## config.mk

```make
export PLATFORM = sky130hd
export DESIGN_NAME = dac_sample_pacer
export DESIGN_NICKNAME = d
export VERILOG_FILES = /design/src/rtl/dac_pkg.sv /design/src/rtl/sync_fifo.sv /design/src/rtl/dac_sample_pacer.sv
export SDC_FILE = /design/constraint.sdc
export NUM_CORES = 1
export LEC_CHECK = 0
export ABC_AREA = 1
export CAP_MARGIN = 25
export CORE_MARGIN = 2
export CORE_UTILIZATION = 60
export CTS_CLUSTER_SIZE = 14
export DETAILED_ROUTE_END_ITERATION = 6
export PLACE_DENSITY = 0.79
export SETUP_SLACK_MARGIN = 0.02
export SLEW_MARGIN = 40
export SYNTH_ARGS = -nofsm -noshare
export SYNTH_HDL_FRONTEND = slang
export SYNTH_SLANG_ARGS = --single-unit
export TNS_END_PERCENT = 5
```

## constraint.sdc

```tcl
create_clock -name aclk -period 3.77 [get_ports aclk]
set_input_delay 1.131 -clock aclk [delete_from_list [all_inputs] [get_ports aclk]]
set_output_delay 1.131 -clock aclk [all_outputs]
set_load 0.01 [all_outputs]
```

## src/rtl/dac_pkg.sv

```systemverilog
// rtl/dac_pkg.sv - shared sample type and default sizing for the DAC sample pacer
package dac_pkg;

    localparam int SAMPLE_W          = 32;
    localparam int DEFAULT_DEPTH     = 16;
    localparam int DEFAULT_DIV_WIDTH = 16;

    typedef logic [SAMPLE_W-1:0] sample_t;

endpackage

```

## src/rtl/sync_fifo.sv

```systemverilog
// rtl/sync_fifo.sv - register-based synchronous FIFO with occupancy count
module sync_fifo #(
    parameter int WIDTH = 32,
    parameter int DEPTH = 16
) (
    input  logic                       clk,
    input  logic                       rst,
    input  logic                       i_push,
    input  logic [WIDTH-1:0]           i_data,
    input  logic                       i_pop,
    output logic [WIDTH-1:0]           o_head,
    output logic                       o_full,
    output logic                       o_empty,
    output logic [$clog2(DEPTH):0]     o_level
);

    localparam int AW = $clog2(DEPTH);
    localparam int LW = AW + 1;
    localparam logic [LW-1:0] FULL_LEVEL = LW'(DEPTH);

    logic [WIDTH-1:0] r_mem [DEPTH];
    logic [LW-1:0]    r_wptr;
    logic [LW-1:0]    r_rptr;
    logic [LW-1:0]    r_level;

    // Storage is deliberately left out of reset; the level count guards every read.
    always_ff @(posedge clk) begin
        if (i_push) begin
            r_mem[r_wptr[AW-1:0]] <= i_data;
        end
    end

    always_ff @(posedge clk or posedge rst) begin
        if (rst) begin
            r_wptr  <= '0;
            r_rptr  <= '0;
            r_level <= '0;
        end else begin
            if (i_push) begin
                r_wptr <= r_wptr + LW'(1);
            end
            if (i_pop) begin
                r_rptr <= r_rptr + LW'(1);
            end
            if (i_push && !i_pop) begin
                r_level <= r_level + LW'(1);
            end else if (!i_push && i_pop) begin
                r_level <= r_level - LW'(1);
            end
        end
    end

    assign o_head  = r_mem[r_rptr[AW-1:0]];
    assign o_full  = (r_level == FULL_LEVEL);
    assign o_empty = (r_level == '0);
    assign o_level = r_level;

endmodule

```

## src/rtl/dac_sample_pacer.sv

```systemverilog
// rtl/dac_sample_pacer.sv - paces host-written samples out to the modulator at a divided rate
module dac_sample_pacer
    import dac_pkg::*;
#(
    parameter int               WIDTH        = SAMPLE_W,
    parameter int               DEPTH        = DEFAULT_DEPTH,
    parameter int               DIV_WIDTH    = DEFAULT_DIV_WIDTH,
    parameter logic [WIDTH-1:0] RESET_SAMPLE = '0
) (
    input  logic                       aclk,
    input  logic                       areset,
    input  logic [WIDTH-1:0]           in_data,
    input  logic                       in_valid,
    input  logic                       enable,
    input  logic [DIV_WIDTH-1:0]       div,
    input  logic                       clear_flags,
    output logic [WIDTH-1:0]           sample_out,
    output logic                       sample_strobe,
    output logic [$clog2(DEPTH):0]     level,
    output logic                       overflow,
    output logic                       underflow
);

    logic [DIV_WIDTH-1:0] r_count;
    logic [WIDTH-1:0]     r_sample;
    logic                 r_strobe;
    logic                 r_overflow;
    logic                 r_underflow;

    logic                 w_tick;
    logic                 w_pop;
    logic                 w_push;
    logic                 w_full;
    logic                 w_empty;
    logic [WIDTH-1:0]     w_head;
    logic                 w_ovf_set;
    logic                 w_unf_set;

    // ">=" rather than "==" so lowering div below the running count fires at once.
    assign w_tick    = enable && (r_count >= div);
    assign w_pop     = w_tick && !w_empty;
    assign w_push    = in_valid && (!w_full || w_pop);
    assign w_ovf_set = in_valid && !w_push;
    assign w_unf_set = w_tick && w_empty;

    sync_fifo #(
        .WIDTH (WIDTH),
        .DEPTH (DEPTH)
    ) u_fifo (
        .clk     (aclk),
        .rst     (areset),
        .i_push  (w_push),
        .i_data  (in_data),
        .i_pop   (w_pop),
        .o_head  (w_head),
        .o_full  (w_full),
        .o_empty (w_empty),
        .o_level (level)
    );

    always_ff @(posedge aclk or posedge areset) begin
        if (areset) begin
            r_count <= '0;
        end else if (!enable || w_tick) begin
            r_count <= '0;
        end else begin
            r_count <= r_count + DIV_WIDTH'(1);
        end
    end

    // An empty tick still strobes so the modulator re-latches the held sample.
    always_ff @(posedge aclk or posedge areset) begin
        if (areset) begin
            r_sample    <= RESET_SAMPLE;
            r_strobe    <= 1'b0;
            r_overflow  <= 1'b0;
            r_underflow <= 1'b0;
        end else begin
            r_strobe <= w_tick;
            if (w_pop) begin
                r_sample <= w_head;
            end
            r_overflow  <= w_ovf_set | (r_overflow  & ~clear_flags);
            r_underflow <= w_unf_set | (r_underflow & ~clear_flags);
        end
    end

    assign sample_out    = r_sample;
    assign sample_strobe = r_strobe;
    assign overflow      = r_overflow;
    assign underflow     = r_underflow;

endmodule

```

Word level (Yosys, flattened, before mapping)
Memories as Yosys holds them, arrays and structs flattened. A register that Yosys moved wholly into a read port is not among the register bits.
Index checks and enable logic that the tools add are counted.
Widths: inputs -> output; s select.
Cells by class
  add/sub/neg operators: 5
  $lt $le $gt $ge: 1
  equal/unequal tests: 1
  mux-type cells: 5
  bitwise gates (word level): 5
  reduce and logical (&&, ||, !) cells: 16
Operators with widths (number)
  $add 16x1->16 const B: 1
  $ge 16x16->1: 1
  $mux 16: 1
  $add 5x1->5 const B: 3
  $mux 5: 2
  $logic_and 1x1->1: 7
  $eq 5x5->1 const B: 1
  $logic_not 1->1: 5
  $logic_not 5->1: 1
  $sub 5x1->5 const B: 1
  $and 1x1->1: 2
  $logic_or 1x1->1: 2
  $mux 1: 2
  $or 1x1->1: 2
  $reduce_bool 2->1: 1
  $not 1->1: 1
Storage, ports and cells
  register bits after elaboration: 34
  RAM bits: 512
  input bits: 53
  output and inout port bits: 40
  memories kept: 1
Memory list
  u_fifo.r_mem: words 16, width 32, rd ports 1, clocked after Yosys merged registers in 1, write ports 1, line sync_fifo.sv:21  | logic [WIDTH-1:0] r_mem [DEPTH];

Logic depth before layout (Yosys ltp)
  depth after elaboration: 9
  depth in mapped cells: 26
  depth with buffers taken out: 25

Cells and area by module
A second synthesis with hierarchy kept.
Unflattened totals
  cell total of the unflattened synthesis: 2476
  area total of the unflattened synthesis: 25376.8 µm²
Modules (own cells, without submodules)
  sync_fifo: times used 1, cells an instance 2165, area each 22785.6 µm²
  dac_sample_pacer: times used 1, cells an instance 311, area each 2591.2 µm²

Worst setup path before layout
No wires, ideal clock.
  path kind: input -> register
  start point: input div[3]
  end point: memory u_fifo.r_mem[10][0], enable pin
  setup time: 0.421 ns
  arrival time: 3.654 ns
  data required time: 3.349 ns
  slack: -0.305 ns
  cell stages on the path: 15
  cells stage by stage: inv_1 -> ha_1 -> nand2_1 -> nor2_1 -> nor2_1 -> nand2_1 -> nand2_1 -> nand2_1 -> nand2_1 -> nand2_1 -> nand2_2 -> nand2_2 -> nand2_1 -> buf_2 -> nor2_1
Between the ends
  longest elaborated chain between the ends: 7
RTL lines
  from (decl): line dac_sample_pacer.sv:15  | input logic [DIV_WIDTH-1:0] div,
  $ge 16x16->1: line dac_sample_pacer.sv:40  | assign w_tick = enable && (r_count >= div);
  $logic_and 1x1->1: line dac_sample_pacer.sv:40
  $logic_and 1x1->1: line dac_sample_pacer.sv:41  | assign w_pop = w_tick && !w_empty;
  $logic_or 1x1->1: line dac_sample_pacer.sv:42  | assign w_push = in_valid && (!w_full || w_pop);
  $logic_and 1x1->1: line dac_sample_pacer.sv:42
  $mux 1: line sync_fifo.sv:28  | if (i_push) begin
  $mux 1 (not written as such): line sync_fifo.sv:29  | r_mem[r_wptr[AW-1:0]] <= i_data;
  to (decl): line sync_fifo.sv:21
Every way passes these cells.

Worst setup path after layout
  start point: input div[11]
  end point: register u_fifo.r_level[4] (netlist: u_fifo.o_level[4])
Between the ends
  longest elaborated chain between the ends: 8
  elaborated cells on any way between the ends: 11
  classes of those cells: order compare (1); mux (1); reduce/logical (9)
RTL lines
  $ge 16x16->1 (*): line dac_sample_pacer.sv:40
  $logic_and 1x1->1 (*): line dac_sample_pacer.sv:40
  $logic_and 1x1->1 (*): line dac_sample_pacer.sv:41
  $logic_or 1x1->1: line dac_sample_pacer.sv:42
  $logic_and 1x1->1: line dac_sample_pacer.sv:42
  $logic_not 1->1: line sync_fifo.sv:47  | end else if (!i_push && i_pop) begin
  $logic_and 1x1->1: line sync_fifo.sv:47
  $reduce_bool 2->1 (no line)
  to (signal assigned): line sync_fifo.sv:46  | r_level <= r_level + LW'(1);
  to (signal assigned): line sync_fifo.sv:48  | r_level <= r_level - LW'(1);
  to (decl): line sync_fifo.sv:24  | logic [LW-1:0] r_level;
Every way passes the cells marked *; elsewhere a longest branch is shown, timed or not.
A chain may end at the register's enable or synchronous reset.

==> metrics.txt <==
outcome completed; Final setup viols 0; via count between 15000 and 20000; htree depth 2; Starting Density between 60% and 70%; Port Buffers a little over 90; Synth Warn # 0; dpl hpwl just under 30000 um; top cells by area, synth edfxtp_1, dfrtp_1, o21ai_0; Final GP Congestion 0.8232; register area share after synthesis roughly three quarters; CP max FO 4; commonest non-fill, non-tap cell in the layout edfxtp_1; per-cell routed wire length between 20 and 25 um; fin nets roughly 2000; number of buffers and inverters on the critical path 5; Crit Path Class input port to flop; minimum clock period between 3 and 4 ns; DRC viols 0; first-pass GRT wire length about 86000 um; clock latency at the later pin of the worst-skew pair 0.60 ns; Mapped Area around 23000 um2; slowest CP cell clkdlybuf4s50_1; max_cap viols 0; Vias per Instance 6.288; initial antenna violation count 1; number of global-route vias before repair roughly 15000; CP arrival 4.02 ns; synthesized area per cell ~13 um2; final wirelength between 50000 and 60000 um; Root Buffer clkbuf_16; final cycle utilization of the critical path a little over nine tenths; grt ovf 0; num ports 93; drt pass-1 iters 5; Die Ht between 200 and 250 um; setup_tns 0 ns; die area around 40000 um2; Leak 9.339 nW; Hold Path Class flop to flop; Cell Rows just over 70; Syn Nets between 1500 and 2000; pwr/cell area between 500 and 600 nW/um2; Routed Antenna Nets 0; critical path capture point type flop; fin. max-slew vios 0; area leader, netlist edfxtp_1; Max rail drop VDD 0.5195 mV; largest net degree at the start of global routing 139; hold_buf cts 0; Total Routing Usage GR 27.82%; final hold vios 0; top-area cell type share of the netlist area about 67%; critical path startpoint category input port; Area growth syn-to-layout 16.74%; Yosys cell types 33; unrepaired setup endpoints after global routing false; Slew headroom 48.39%; layout cell share with drive strength beyond 1 9.823%; Num Clock Sinks approximately 580; critical-path cell list clkdlybuf4s50_1 > inv_1 > ha_1 > a21oi_1 > o21ai_0 > a21oi_1 > nand2_2 > nand2_4 > buf_12 > nor2_4 > inv_2 > ha_2 > inv_4 > ha_4 > nand2_1 > nor2_2 > a211oi_2 > nand2_1 > nand2_2 > nor2_2 > xor2_1; Top delay family on crit path adder cells; number of buffers created by CTS 54; core area 37760 um2; Die X about 200 um; Slew @ Worst Pin roughly 0.77 ns; Max Root-Sink Buffers 3; max incr delay on CP about 0.46 ns; Post-Synthesis Cells between 1500 and 2000; most frequent cells in the layout edfxtp_1, nor2_1, o21ai_0, nand2_1, o221ai_1; CP Data Required Time between 4 and 5 ns; CTS tree done; Peak Freq 0.2814 GHz; DRT iter0 DRCs between 1500 and 2000; clk_skew 0.02410 ns; minimum hold slack between 0.4 and 0.5 ns; Clk pin slew, worst setup/hold paths around 0.060 ns; #FFs+latches synth around 580
worst register-to-register path, delay by kind of cell (launching register included):
family                   cells  cell delay, ns
adder cells (fa/ha/maj)      3            0.75
buffers and inverters        3            0.26
AND/OR/NAND/NOR             11            0.79
flip-flops                   1            0.47
AO/OA/AOI/OAI                2            0.46
XOR/XNOR                     1            0.13
metal layers:
metal	vias up	global-route usage, %	routed length, um
li1	6761	-	-
met1	7548	36.51	21570
met2	872	47.20	27950
met3	136	4.312	5068
met4	0	10.74	1648
met5	-	0	0
state kept, by name, indices dropped and copies added (netlist names):
| signal | count |
|---|---|
| sample_strobe | 1 |
| u_fifo.r_wptr | 4 |
| u_fifo.o_level | 5 |
| u_fifo.r_rptr | 4 |
| u_fifo.r_mem | 512 |
| sample_out | 32 |
| overflow | 1 |
| underflow | 1 |
| r_count | 16 |
cell families after synthesis:
kind of cell    count (synthesis)  share of synthesized area (%)
flops                         576                          73.50
fa+ha+maj                      27                          1.495
simple gates                  590                          10.28
buf+inv                       169                          3.169
compound gates                417                          11.14
xor+xnor                       11                         0.4171
final timing paths:
kind | startpoint | end | slack [ns] | cells after the start
min | sample_out[5] | sample_out[5] | 0.47 | 2
max in group asynchronous | areset | u_fifo.r_rptr[1] | 2.17 | 3
max | div[11] | u_fifo.o_level[4] | 0.22 | 21
min in group asynchronous | areset | sample_out[21] | 0.92 | 2
min reg2reg | sample_out[5] | sample_out[5] | 0.47 | 2
max reg2reg | r_count[7] | u_fifo.o_level[4] | 0.78 | 20
power breakdown:
| part | leakage (nW) | total (mW) | internal, mW | switching, mW |
|---|---|---|---|---|
| Combinational | 3.01 | 2.72 | 0.927 | 1.80 |
| Clock | 0.866 | 5.37 | 3.10 | 2.28 |
| Sequential | 5.47 | 7.75 | 7.53 | 0.220 |
| Total | 9.34 | 15.8 | 11.6 | 4.29 |
layout make-up:
type	count	area (um2)
Antenna cell	1	2.502
Timing Repair Buffer	152	1795
Inverter	52	206.4
Multi-Input combinational cell	1045	5583
Fill cell	2376	10790
Tap cell	511	639.4
Clock inverter	26	229.0
Clock buffer	73	1524
Sequential cell	576	16990
metrics by stage:
stage               instance area [um2]  worst slack, ns  power, mW  std cells  utilization (%)
floorplan                         23100          -0.3048      9.343       1790                -
global placement                  25080          -0.3399      10.36       2334            66.43
detailed placement                25110          -0.4122      10.50       2335            66.52
CTS                               26870           0.1197      15.80       2434            71.16
global route                      26960         0.001407      16.40       2436            71.42
finish                            26960           0.2165      15.85       2436            71.42
synthesized netlist by cell type, drive strengths merged:
master  number
xor2         7
a31oi        1
edfxtp     512
o21a         1
dfrtp       64
ha          26
nor3         8
nor4         1
fa           1
o21ai      269
xnor2        4
clkbuf      64
nor2       298
nand4        4
inv         51
or2          1
nor3b        1
clkinv       1
buf         53
a21oi       17
o221ai     128
nand3       79
a211oi       1
nand2      198
timing repair:
item / 4_1_cts / 5_1_grt
hold endpoints to repair: 0 / 0
setup buffers: 0 / 1
setup endpoints to repair: 0 / 1
resized for setup: 0 / 17
Note: power is estimated with default switching activity, not from simulation.
